==> src/rtl/rs_syndrome_calc_if.sv <==
// Symbol-stream input and parallel syndrome output bundle for the RS(255,247)
// syndrome stage.
interface rs_syndrome_calc_if;
    logic        din_val;
    logic        din_sop;
    logic        din_eop;
    logic [7:0]  din;
    logic        synd_val;
    logic [63:0] synd;
    logic        synd_nz;
    logic        len_err;
    logic        blk_abort;

    modport master (
        output din_val, din_sop, din_eop, din,
        input  synd_val, synd, synd_nz, len_err, blk_abort
    );

    modport slave (
        input  din_val, din_sop, din_eop, din,
        output synd_val, synd, synd_nz, len_err, blk_abort
    );
endinterface

==> src/rtl/rs_syndrome_calc.sv <==
// RS(255,247) syndrome calculator over GF(256)/0x11D: Horner evaluation of the
// received word at alpha^1..alpha^8, one lane per syndrome.
module rs_synd_lane #(
    parameter int J = 1
) (
    input  logic       clk,
    input  logic       rst_n,
    input  logic       en,
    input  logic       load,
    input  logic [7:0] din,
    output logic [7:0] acc_nxt
);
    logic [7:0] acc_q;
    logic [7:0] acc_mul;

    function automatic logic [7:0] xtime(input logic [7:0] a);
        return {a[6:0], 1'b0} ^ (a[7] ? 8'h1D : 8'h00);
    endfunction

    // Multiply by alpha^J as J chained constant xtime stages (pure xor network).
    always_comb begin
        acc_mul = acc_q;
        for (int k = 0; k < J; k++) acc_mul = xtime(acc_mul);
    end

    assign acc_nxt = load ? din : (acc_mul ^ din);

    always_ff @(posedge clk) begin
        if (!rst_n)  acc_q <= '0;
        else if (en) acc_q <= acc_nxt;
    end
endmodule

module rs_syndrome_calc #(
    parameter int N     = 255,
    parameter int NSYND = 8
) (
    input logic               clk,
    input logic               rst_n,
    rs_syndrome_calc_if.slave bus
);
    typedef enum logic {IDLE, ACCUM} state_t;

    localparam logic [8:0] N_CNT = 9'(N);

    state_t                  state_q, state_d;
    logic [8:0]              cnt_q, cnt_nxt;
    logic                    acc_en, acc_load, done, abort;
    logic [NSYND-1:0][7:0]   acc_nxt;

    for (genvar i = 0; i < NSYND; i++) begin : g_lane
        rs_synd_lane #(.J(i + 1)) u_lane (
            .clk     (clk),
            .rst_n   (rst_n),
            .en      (acc_en),
            .load    (acc_load),
            .din     (bus.din),
            .acc_nxt (acc_nxt[i])
        );
    end

    // A sop seen while a block is open restarts it; sop+eop is a complete 1-symbol block.
    always_comb begin
        state_d  = state_q;
        acc_en   = 1'b0;
        acc_load = 1'b0;
        done     = 1'b0;
        abort    = 1'b0;
        if (bus.din_val) begin
            case (state_q)
                IDLE: begin
                    if (bus.din_sop) begin
                        acc_en   = 1'b1;
                        acc_load = 1'b1;
                        if (bus.din_eop) done = 1'b1;
                        else             state_d = ACCUM;
                    end
                end
                ACCUM: begin
                    acc_en   = 1'b1;
                    acc_load = bus.din_sop;
                    abort    = bus.din_sop;
                    if (bus.din_eop) begin
                        done    = 1'b1;
                        state_d = IDLE;
                    end
                end
                default: state_d = IDLE;
            endcase
        end
    end

    assign cnt_nxt = acc_load ? 9'd1 : ((&cnt_q) ? cnt_q : cnt_q + 9'd1);

    always_ff @(posedge clk) begin
        if (!rst_n) begin
            state_q       <= IDLE;
            cnt_q         <= '0;
            bus.synd_val  <= 1'b0;
            bus.synd      <= '0;
            bus.synd_nz   <= 1'b0;
            bus.len_err   <= 1'b0;
            bus.blk_abort <= 1'b0;
        end else begin
            state_q       <= state_d;
            bus.synd_val  <= done;
            bus.blk_abort <= abort;
            if (acc_en) cnt_q <= cnt_nxt;
            if (done) begin
                bus.synd    <= acc_nxt;
                bus.synd_nz <= |acc_nxt;
                bus.len_err <= (cnt_nxt != N_CNT);
            end
        end
    end
endmodule
==> src/flat_wrapper.sv <==
// flat-port wrapper written by rule: the top's interface ports become plain ports
module rs_syndrome_calc_flat 
#(
    parameter int N     = 255,
    parameter int NSYND = 8
)
  (clk, rst_n, bus_din_val, bus_din_sop, bus_din_eop, bus_din, bus_synd_val, bus_synd, bus_synd_nz, bus_len_err, bus_blk_abort);
  rs_syndrome_calc_if bus_i ();
  input logic clk;
  input logic rst_n;
  input wire logic [$bits(bus_i.din_val)-1:0] bus_din_val;
  input wire logic [$bits(bus_i.din_sop)-1:0] bus_din_sop;
  input wire logic [$bits(bus_i.din_eop)-1:0] bus_din_eop;
  input wire logic [$bits(bus_i.din)-1:0] bus_din;
  output wire logic [$bits(bus_i.synd_val)-1:0] bus_synd_val;
  output wire logic [$bits(bus_i.synd)-1:0] bus_synd;
  output wire logic [$bits(bus_i.synd_nz)-1:0] bus_synd_nz;
  output wire logic [$bits(bus_i.len_err)-1:0] bus_len_err;
  output wire logic [$bits(bus_i.blk_abort)-1:0] bus_blk_abort;
  assign bus_i.din_val = bus_din_val;
  assign bus_i.din_sop = bus_din_sop;
  assign bus_i.din_eop = bus_din_eop;
  assign bus_i.din = bus_din;
  assign bus_synd_val = bus_i.synd_val;
  assign bus_synd = bus_i.synd;
  assign bus_synd_nz = bus_i.synd_nz;
  assign bus_len_err = bus_i.len_err;
  assign bus_blk_abort = bus_i.blk_abort;
  rs_syndrome_calc #(.N(N), .NSYND(NSYND)) u_core (.clk(clk), .rst_n(rst_n), .bus(bus_i));
endmodule
==> config.mk <==
export PLATFORM = sky130hd
export DESIGN_NAME = rs_syndrome_calc_flat
export DESIGN_NICKNAME = d
export VERILOG_FILES = /design/src/rtl/rs_syndrome_calc_if.sv /design/src/rtl/rs_syndrome_calc.sv /design/src/flat_wrapper.sv
export SDC_FILE = /design/constraint.sdc
export NUM_CORES = 1
export LEC_CHECK = 0
export ABC_CLOCK_PERIOD_IN_PS = 2000
export BUFFER_PORTS_ARGS = -buffer_cell sky130_fd_sc_hd__buf_2
export CAP_MARGIN = 20
export CORE_AREA = 2 2 145 147
export CTS_BUF_LIST = sky130_fd_sc_hd__clkbuf_4
export CTS_CLUSTER_SIZE = 8
export DETAILED_ROUTE_END_ITERATION = 8
export DIE_AREA = 0 0 147 149
export HOLD_SLACK_MARGIN = 0.06
export SETUP_SLACK_MARGIN = 0.1
export SYNTH_ARGS = -nofsm -noshare
export SYNTH_HDL_FRONTEND = slang
export SYNTH_SLANG_ARGS = --single-unit
==> constraint.sdc <==
create_clock -name clk -period 2 [get_ports clk]
set_input_delay 0.3 -clock clk [delete_from_list [all_inputs] [get_ports clk]]
set_output_delay 0.3 -clock clk [all_outputs]
set_load 0.02 [all_outputs]
==> results_dict.tcl, run 1 <==
set metrics [dict create \
    nFillCells 1980 \
    cts_buffer_depth 2 \
    synth_nets 917 \
    multiInputGateArea_um2 5040 \
    vias 7026 \
    timing.fmax_mhz 492 \
    yosysUniqueCellTypes 69 \
    cts.sink_count 142 \
    final_common_cell "nand2_1" \
    wire_per_inst_um 16.6 \
    yosysTopAreaCell "dfxtp_1" \
    yosys_warnings 0 \
    io_buffers 80 \
    area_growth_pct 24.5 \
    synth_edf_count 0 \
    leakage_nw 5.32 \
    p_per_area_nw_per_um2 803 \
    fin_ws_ns -0.0315 \
    hold_ws_ns 0.186 \
    clock_latency_ns 0.57 \
    reg2reg_depth 8 \
    ys.flop_type "dfxtp_1" \
    hp-class "primary input to register" \
    cp.arrival_ns 2.49 \
    clk_pin_slew_worst_paths_ns 0.13 \
    nNetsFinal 1058 \
    grt_max_degree 110 \
    setup-tns-final_ns -0.0315 \
    maxSlewViolCount 0 \
    hold_violations 0 \
    mappedNetlistArea_um2 8060 \
    syn_inst 903 \
    seq_power_share_pct 40.0 \
    vdd_drop_max_mv 0.384 \
    core_um2 20600 \
    die_y_um 149 \
    final-seq-area_um2 2880 \
    antenna_found_initial 2 \
    start_util_pct 39.2 \
    cts_buffers 17 \
    finalCritPeriodShare_pct 102 \
    synthTopCellsByArea "dfxtp_1 (35%), o211a_1 (16%), xnor2_1 (11%)" \
    drc 0 \
    drtIter0Drc 453 \
    syn_area_per_cell_um2 8.93 \
    finalPower_mw 8.06 \
    swShare_pct 34.3 \
    drive_gt1_share_pct 29.5 \
    die-area_um2 21900 \
    ys_async_sr_fraction_pct 0 \
    hold_depth 2 \
    grt_pass1_wl_um 34900 \
    cp-end-kind "register" \
    p_clk_share_pct 24.2 \
    synth-seq-area-share_pct 35.3 \
    via_per_inst 5.27 \
    drv_cap 0 \
    worstPathRequired_ns 2.46 \
    die_w_um 147 \
    rows 53 \
    ant_nets 0 \
    crit_fanout 3 \
    fin_crit_ns 2.03 \
    status "finished, violations left" \
    worstMarginPinSlew_ns 0.537 \
    start_kind "register" \
    h-tree-depth 4 \
    max_slew_margin_pct 63.7 \
    synth_top_area_share_pct 35.3 \
    setup_viol 1 \
    worstSetupPathType "register to register" \
    dp_hpwl_um 16200 \
    skew_ns 0.0214 \
    rsz0062_at_grt "yes" \
    grt_pass1_vias 6557 \
    layout_common_cells "nand2_1 (182), o211a_1 (127), dfxtp_1 (120)" \
    grt_use_total_pct 20.4 \
    wirelength_um 22100 \
    synth-seq-cells 142 \
    netSwitchingPower_mw 2.76 \
    p_comb_share_pct 35.9 \
    root_buffer "clkbuf_4" \
    place_congestion 0.888 \
    cts_tree "done" \
    dr.pass1.iters 5 \
    violations "setup timing" \
    grt_overflow 0 \
    pin_count 81 \
    p_int_mw 5.30 \
]
-- power by group through the flow --
| stage | clock network, mW | registers (mW) | logic, mW |
|---|---|---|---|
| CTS | 2.01 | 3.21 | 2.82 |
| floorplan | 0 | 3.33 | 1.73 |
| finish | 1.95 | 3.22 | 2.89 |
| detailed placement | 0 | 3.27 | 2.78 |
| global route | 2.13 | 3.25 | 3.13 |
| global placement | 0 | 3.27 | 2.77 |
-- synthesized netlist by cell type (3+ instances only) --
cell type and count:
nand2_1 182, dfxtp_1 142, o211a_1 127, xnor2_1 101, clkbuf_1 58, nor2_1 46, o21ai_0 35, xor2_1 25
a21oi_1 16, and2_1 15, buf_2 12, nand4_1 11, or3_1 10, a21boi_0 7, a31oi_1 7, nand3_1 7
buf_6 6, nor4_1 6, nor4bb_1 6, xnor3_1 6, xor3_1 5, a32oi_1 4, and3_1 4, mux2_2 4
clkbuf_8 3, clkinv_1 3, inv_2 3, o211ai_1 3
-- final timing paths --
| check | start | endpoint | slack, ns |
|---|---|---|---|
| hold reg to reg | u_core.bus.synd[31] | u_core.bus.synd[31] | 0.50 |
| setup / recovery | u_core.g_lane[7].u_lane.acc_q[4] | u_core.bus.synd_nz | -0.03 |
| hold / removal | rst_n | u_core.bus.synd[46] | 0.19 |
| setup reg to reg | u_core.g_lane[7].u_lane.acc_q[4] | u_core.bus.synd_nz | -0.03 |
-- final cells by class --
class	instances	area share [%]
Sequential cell	142	28.7
Inverter	7	0.262
Clock inverter	14	1.50
Tap cell	275	3.43
Multi-Input combinational cell	670	50.2
Timing Repair Buffer	206	14.6
Antenna cell	1	0.0249
Clock buffer	18	1.35
-- metrics by stage --
step                      cell area (um2)  worst slack (ns)  util [%]  std cells
after global routing                10000            -0.105      48.8       1333
after floorplan                      8150             0.101         -        903
after global placement               9500            -0.113      46.2       1297
final                               10000           -0.0315      48.8       1333
after detailed placement             9500            -0.141      46.2       1297
after CTS                            9850           -0.0456      47.9       1330
-- worst max-delay path, cell delays in order (launching register included) --
cell and delay [ns]:
dfxtp_4 0.39, buf_4 0.15, xnor2_1 0.26, xnor2_1 0.18
nor2_1 0.07, xnor2_1 0.33, nand4_1 0.21, nor4_2 0.25
a21oi_1 0.09
-- metal layers --
metal  global-route usage [%]  wire, um
met1                     27.3     10300
met4                     7.50       527
met5                        0        13
met3                     4.22      1060
met2                     32.6     10200
-- cell families after synthesis --
kind of cell,Yosys count,share of synthesized area (%)
compound gates,218,22.8
buf+inv,91,5.68
fa+ha+maj,1,0.155
xor+xnor,142,18.1
mux,6,0.822
flops,142,35.3
simple gates,303,17.2
-- state kept, by name, indices dropped and copies added (netlist names) --
register,count
u_core.bus.synd,64
u_core.bus.blk_abort,1
u_core.bus.synd_nz,1
u_core.bus.synd_val,1
u_core.cnt_q,9
u_core.g_lane.u_lane.acc_q,64
u_core.state_q,1
u_core.bus.len_err,1
-- repair_timing --
item                                    in CTS  in global routing
hold buffers                                 1                  0
endpoints found under the setup margin       2                 14
pin swaps                                    0                  7
hold endpoints to repair                     1                  0
resized for setup                           14                 37
setup buffers                                0                  2
(Power assumes the default switching activity.)
==> run 2: changes to the inputs <==
--- a/config.mk
+++ b/config.mk
@@ -5,14 +5,14 @@
 export SDC_FILE = /design/constraint.sdc
 export NUM_CORES = 1
 export LEC_CHECK = 0
+export ABC_AREA = 1
 export ABC_CLOCK_PERIOD_IN_PS = 2000
 export BUFFER_PORTS_ARGS = -buffer_cell sky130_fd_sc_hd__buf_2
 export CAP_MARGIN = 20
-export CORE_AREA = 2 2 145 147
-export CTS_BUF_LIST = sky130_fd_sc_hd__clkbuf_4
+export CORE_AREA = 2 2 147 149
 export CTS_CLUSTER_SIZE = 8
 export DETAILED_ROUTE_END_ITERATION = 8
-export DIE_AREA = 0 0 147 149
+export DIE_AREA = 0 0 149 151
 export HOLD_SLACK_MARGIN = 0.06
 export SETUP_SLACK_MARGIN = 0.1
 export SYNTH_ARGS = -nofsm -noshare
==> run 2 against run 1 <==
  * The run now ends clean
  * Final cell count grew 31%
  * Clock power grew 59%
  * Combinational power shrank 6.9%
  * Clock-buffer cell count grew 4
  * Register-to-register slack gained 0.20 ns
  * Sequential cell count is the same
  * Non-clock buffer count shrank 18
  * Global-route usage grew 2.5 points
  * Synthesized cell count grew 46%
  * Sequential power is essentially flat
  * Via count grew 23%
  * Fmax grew 11%
==> results_dict.tcl, run 2 <==
set metrics [dict create \
    grt_max_degree 95 \
    hp-class "primary input to register" \
    vdd_drop_max_mv 0.520 \
    crit_fanout 6 \
    drive_gt1_share_pct 25.0 \
    fin_crit_ns 1.83 \
    ant_nets 0 \
    drtIter0Drc 616 \
    antenna_found_initial 0 \
    drv_cap 0 \
    dp_cells 1703 \
    leakage_nw 5.65 \
    vias 8677 \
    setup-tns-final_ns 0 \
    synth_compound_area_share_pct 13.4 \
    via_per_inst 4.97 \
    p_per_area_nw_per_um2 866 \
    synth_top_area_share_pct 34.7 \
    setup_viol 0 \
    synth_common_cells "nand2_1 (416), inv_1 (171), dfxtp_1 (142), nor2_1 (133), nand3_1 (101)" \
    yosysTopAreaCell "dfxtp_1" \
    diodes 0 \
    synth_nets 1331 \
    wirelength_um 25600 \
    mappedNetlistArea_um2 8180 \
    synth_fa_ha_area_share_pct 0.153 \
    die_w_um 149 \
    place_congestion 0.878 \
    grt_use_total_pct 22.8 \
    max_slew_margin_pct 65.7 \
    clk_pin_slew_worst_paths_ns 0.06 \
    synth_xor_area_share_pct 3.52 \
    hold_violations 0 \
    timing.fmax_mhz 545 \
    finalNonFillerCells 1747 \
    grt_pass1_wl_um 40200 \
    synth-seq-area-share_pct 34.7 \
    synth.area.mux_share_pct 0 \
    cp.arrival_ns 2.15 \
    synth_edf_count 0 \
    start_util_pct 39.3 \
    syn_area_per_cell_um2 6.21 \
    root_buffer "clkbuf_16" \
    cp-end-kind "register" \
    finalCritPeriodShare_pct 91.7 \
    dr.pass1.iters 5 \
    grt_pass1_vias 7886 \
    worstPathRequired_ns 2.32 \
    ys.flop_type "dfxtp_1" \
    ys_async_sr_fraction_pct 0 \
    worstMarginPinSlew_ns 0.514 \
    synth-seq-cells 142 \
    io_buffers 80 \
    syn_inst 1317 \
    wire_per_inst_um 14.6 \
    yosys_warnings 0 \
    cts.sink_count 142 \
    finalPower_mw 9.03 \
    grt_overflow 0 \
    cts_tree "done" \
    start_kind "register" \
    maxSlewViolCount 0 \
    cts_buffer_depth 2 \
    status "completed" \
    die_y_um 151 \
    rsz0062_at_grt "yes" \
    die-area_um2 22500 \
    drc 0 \
    synth_top_family_by_area "simple AND/OR/NAND/NOR gates" \
    synthTopCellsByArea "dfxtp_1 (35%), nand2_1 (19%), inv_1 (7.8%)" \
    skew_ns 0.00698 \
    synth-simple-area-share_pct 35.6 \
    rows 53 \
    h-tree-depth 4 \
    worstSetupPathType "register to register" \
    area_growth_pct 27.5 \
    cts_buffers 17 \
    dp_hpwl_um 18000 \
    pin_count 81 \
    clock_latency_ns 0.43 \
    synth.most_common_cell "nand2_1" \
    core_um2 20800 \
    nNetsFinal 1474 \
    yosysUniqueCellTypes 36 \
    final_common_cell "nand2_1" \
    reg.largest.list "u_core.bus.synd x64, u_core.g_lane.u_lane.acc_q x64, u_core.cnt_q x9" \
    layout_common_cells "nand2_1 (369), inv_1 (152), nor2_1 (125)" \
]
[run 2: timing repair]
| action | CTS | global route |
|---|---|---|
| endpoints found under the setup margin | 2 | 14 |
| hold buffers | 0 | 0 |
| cloned | 0 | 0 |
| gates resized for setup | 7 | 144 |
| setup buffers | 4 | 9 |
| pin swaps | 4 | 39 |
[run 2: kinds of logic (layout without fill, tap and decap cells)]
| logic type | count (synthesis) | after routing |
|---|---|---|
| adders and majority gates | 1 | 1 |
| DFF | 142 | 142 |
| and+or+nand+nor | 704 | 704 |
| xor gates and xnor gates | 32 | 32 |
| buffers and inverters | 253 | 408 |
| AOI/OAI and AO/OA | 185 | 185 |
[run 2: worst paths after layout]
kind                                         start  slack (ns)             endpoint  cells after the start
setup / recovery  u_core.g_lane[7].u_lane.acc_q[6]        0.17   u_core.bus.synd_nz                     11
hold / removal                         bus_din_eop        0.08       u_core.state_q                      2
setup reg to reg  u_core.g_lane[7].u_lane.acc_q[6]        0.17   u_core.bus.synd_nz                     11
hold reg to reg                u_core.bus.synd[56]        0.47  u_core.bus.synd[56]                      2
[run 2: cell type report]
class                      count  area, um2
clock buffer                  22        484
clock inverter                 9       86.3
fill                        2114      10400
inverter                     189        727
multi-input combinational    922       4580
sequential                   142       2910
tap                          275        344
timing repair buffer         188       1290
[run 2: per-stage QoR]
stage | setup WS, ns | area (um2) | hold WS, ns | utilization [%]
finish | 0.166 | 10400 | 0.0760 | 50.1
global route | 0.0793 | 10400 | 0.0759 | 50.1
CTS | 0.103 | 10000 | 0.0631 | 48.1
detailed placement | -0.0534 | 9400 | 0.458 | 45.2
global placement | -0.000467 | 9400 | 0.449 | 45.2
floorplan | 0.323 | 8180 | 0.395 | -
[run 2: critical path, cell delays in order (launching register included)]
cell and delay, ns:
dfxtp_4 0.43, inv_6 0.07, nand2_4 0.07, nand3_1 0.09
nand2_2 0.14, xor2_1 0.23, or2_1 0.14, nand2_1 0.08
xor2_2 0.26, nand2_1 0.08, nor2_1 0.10, nor2_1 0.04
[run 2: report_power, final]
| part | switching (mW) | internal, mW | leakage [nW] |
|---|---|---|---|
| Combinational | 1.65 | 1.04 | 4.19 |
| Sequential | 0.187 | 3.06 | 1.18 |
| Clock | 1.26 | 1.83 | 0.278 |
[run 2: layer usage]
| layer | track usage [%] | wire [um] | vias up |
|---|---|---|---|
| li1 | - | - | 4473 |
| met4 | 9.48 | 730 | 0 |
| met2 | 38.6 | 12400 | 203 |
| met1 | 29.0 | 11400 | 3952 |
| met5 | 0 | 0 | - |
| met3 | 3.64 | 1120 | 49 |
==> run 3: changes to the inputs <==
--- a/config.mk
+++ b/config.mk
@@ -9,10 +9,11 @@
 export ABC_CLOCK_PERIOD_IN_PS = 2000
 export BUFFER_PORTS_ARGS = -buffer_cell sky130_fd_sc_hd__buf_2
 export CAP_MARGIN = 20
-export CORE_AREA = 2 2 147 149
+export CORE_AREA = 10 10 155 157
+export CTS_BUF_LIST = sky130_fd_sc_hd__clkbuf_4 sky130_fd_sc_hd__clkbuf_8 sky130_fd_sc_hd__clkbuf_16
 export CTS_CLUSTER_SIZE = 8
 export DETAILED_ROUTE_END_ITERATION = 8
-export DIE_AREA = 0 0 149 151
+export DIE_AREA = 0 0 165 167
 export HOLD_SLACK_MARGIN = 0.06
 export SETUP_SLACK_MARGIN = 0.1
 export SYNTH_ARGS = -nofsm -noshare
==> run 3 against run 2 <==
  * Via count down 0.14%
  * Cell area down 1.9%
  * Clock power up 5%
  * Sequential power about the same
  * Global-route usage down 3.7 points
  * Fmax up 1.1%
  * Highest routed layer unchanged
  * Clock-buffer cell count down 2
  * Critical path depth up 1
==> results_dict.tcl, run 3 (synthesized netlist as in run 2, its figures left out) <==
set metrics [dict create \
    maxSlewViolCount 0 \
    worstHoldStart "bus_din_eop" \
    skew_ns 0.00889 \
    regToRegSetupSlack_ns 0.19 \
    drive_gt1_share_pct 21.0 \
    grt_pass1_wl_um 42800 \
    r2r-start "u_core.cnt_q[1]" \
    clk_pin_slew_worst_paths_ns 0.06 \
    start_util_pct 39.3 \
    diodes 0 \
    cts_tree "done" \
    worstSetupPathType "register to register" \
    cp.arrival_ns 2.17 \
    die_w_um 165 \
    io_buffers 80 \
    timing.fmax_mhz 551 \
    vias 8665 \
    wire_per_inst_um 15.0 \
    leakage_nw 5.57 \
    root_buffer "clkbuf_16" \
    p_int_mw 5.95 \
    die_y_um 167 \
    cts_buffers 17 \
    ant_nets 0 \
    worstMarginPinSlew_ns 0.587 \
    dp_hpwl_um 18900 \
    r2r-end "u_core.bus.len_err" \
    area_growth_pct 25.1 \
    layout_common_cells "nand2_1 (404), inv_1 (162), nor2_1 (127)" \
    place_congestion 0.924 \
    p_per_area_nw_per_um2 882 \
    nNetsFinal 1469 \
    status "completed" \
    fin_crit_ns 1.81 \
    rows 53 \
    grt_use_total_pct 19.1 \
    worstPathRequired_ns 2.36 \
    die-area_um2 27600 \
    dp_cells 1707 \
    rsz0062_at_grt "yes" \
    drc 0 \
    netSwitchingPower_mw 3.08 \
    final_common_cell "nand2_1" \
    hp-class "primary input to register" \
    antenna_found_initial 0 \
    max_slew_margin_pct 60.8 \
    min_to "u_core.state_q" \
    via_per_inst 4.97 \
    drv_cap 0 \
    crit_fanout 4 \
    vdd_drop_max_mv 0.558 \
    start_kind "register" \
    grt_pass1_vias 8108 \
    finalNonFillerCells 1743 \
    seq_power_share_pct 35.8 \
    drtIter0Drc 673 \
    cp-end-kind "register" \
    ctsHoldBuffers 0 \
    grt_overflow 0 \
    hold_depth 2 \
    swShare_pct 34.2 \
    reg2reg_depth 12 \
    h-tree-depth 4 \
    pin_count 81 \
    dr.pass1.iters 6 \
    wirelength_um 26200 \
    finalCritPeriodShare_pct 90.7 \
    reg.largest.list "u_core.bus.synd x64, u_core.g_lane.u_lane.acc_q x64, u_core.cnt_q x9" \
    hold_violations 0 \
    p_clk_share_pct 35.8 \
    dpl_worst_slack_ns -0.0422 \
    core_um2 20800 \
    nFillCells 2172 \
    cts_buffer_depth 2 \
    setup_viol 0 \
    clock_latency_ns 0.43 \
    cts.sink_count 142 \
    grt_max_degree 95 \
    p_comb_share_pct 28.4 \
    fin_ws_ns 0.187 \
]
==> run 3: cell types whose count changed in the layout (fill, tap and decap cells not counted), moves of 4 or more <==
| cell | previous run | this run |
|---|---|---|
| nand2_4 | 8 | 2 |
| buf_4 | 101 | 96 |
| nand3_1 | 91 | 95 |
| nand2_2 | 49 | 20 |
| inv_2 | 28 | 22 |
| dfxtp_4 | 13 | 7 |
| inv_1 | 152 | 162 |
| nand2_1 | 369 | 404 |
| nand3_2 | 10 | 6 |
==> run 3: how the worst max path moves through the flow <==
stage	slack [ns]	depth (start not counted)	from	endpoint
after floorplan	0.32	12	u_core.cnt_q[0]	u_core.bus.len_err
after global placement	-0.04	14	bus_din_sop	u_core.bus.synd_nz
after detailed placement	-0.04	13	bus_din_sop	u_core.bus.synd_nz
after CTS	0.11	15	u_core.g_lane[4].u_lane.acc_q[6]	u_core.bus.synd_nz
after global routing	0.03	11	u_core.cnt_q[1]	u_core.bus.len_err
final	0.19	12	u_core.cnt_q[1]	u_core.bus.len_err
==> run 3: power groups by stage <==
stage                     Combinational [mW]  Sequential [mW]  Clock, mW
final                                   2.57             3.23       3.24
after global routing                    2.89             3.26       3.43
after CTS                               2.52             3.21       3.30
after detailed placement                2.51             3.27          0
after global placement                  2.49             3.27          0
after floorplan                         1.48             3.34          0
==> run 3: area by class of cell <==
type	count	area (um2)	share of cell area, %
clock buffer	20	454	4.44
clock inverter	12	135	1.32
timing repair buffer	183	1260	12.3
tap	275	344	3.36
inverter	189	712	6.96
multi-input combinational	922	4430	43.3
sequential	142	2900	28.3
==> run 3: stage by stage <==
stage | utilization, % | hold slack, ns | power [mW] | cell area [um2] | TNS (ns)
floorplan | - | 0.395 | 4.82 | 8180 | 0
global placement | 45.4 | 0.452 | 5.77 | 9440 | -0.0394
detailed placement | 45.4 | 0.457 | 5.78 | 9440 | -0.0422
CTS | 48.2 | 0.0828 | 9.03 | 10000 | 0
global route | 49.2 | 0.0906 | 9.58 | 10200 | 0
finish | 49.2 | 0.0978 | 9.03 | 10200 | 0
==> run 3: worst max-delay path, stage by stage (launching register included) <==
cell and delay [ns]:
dfxtp_2 0.35, ha_4 0.14, nand2_2 0.06, nor3_2 0.20, nand3_1 0.14, nor2_4 0.16, inv_2 0.07, or2_1 0.25
nand3_2 0.08, nor2_2 0.04, nand4_1 0.10, nor2_1 0.06, nor2_1 0.08
==> run 3: routing by layer <==
layer	vias to the layer above	part of all wire, %	track usage (%)
li1	4466	-	-
met1	3982	45	24.0
met4	0	1.9	5.24
met5	-	0	0
met2	180	49	32.4
met3	37	3.6	3.38
==> run 3: what timing repair did <==
action                     4_1_cts  5_1_grt
buffers inserted                 0        4
pin swaps                        0       18
setup endpoints to repair        1       10
resized for setup                1       78
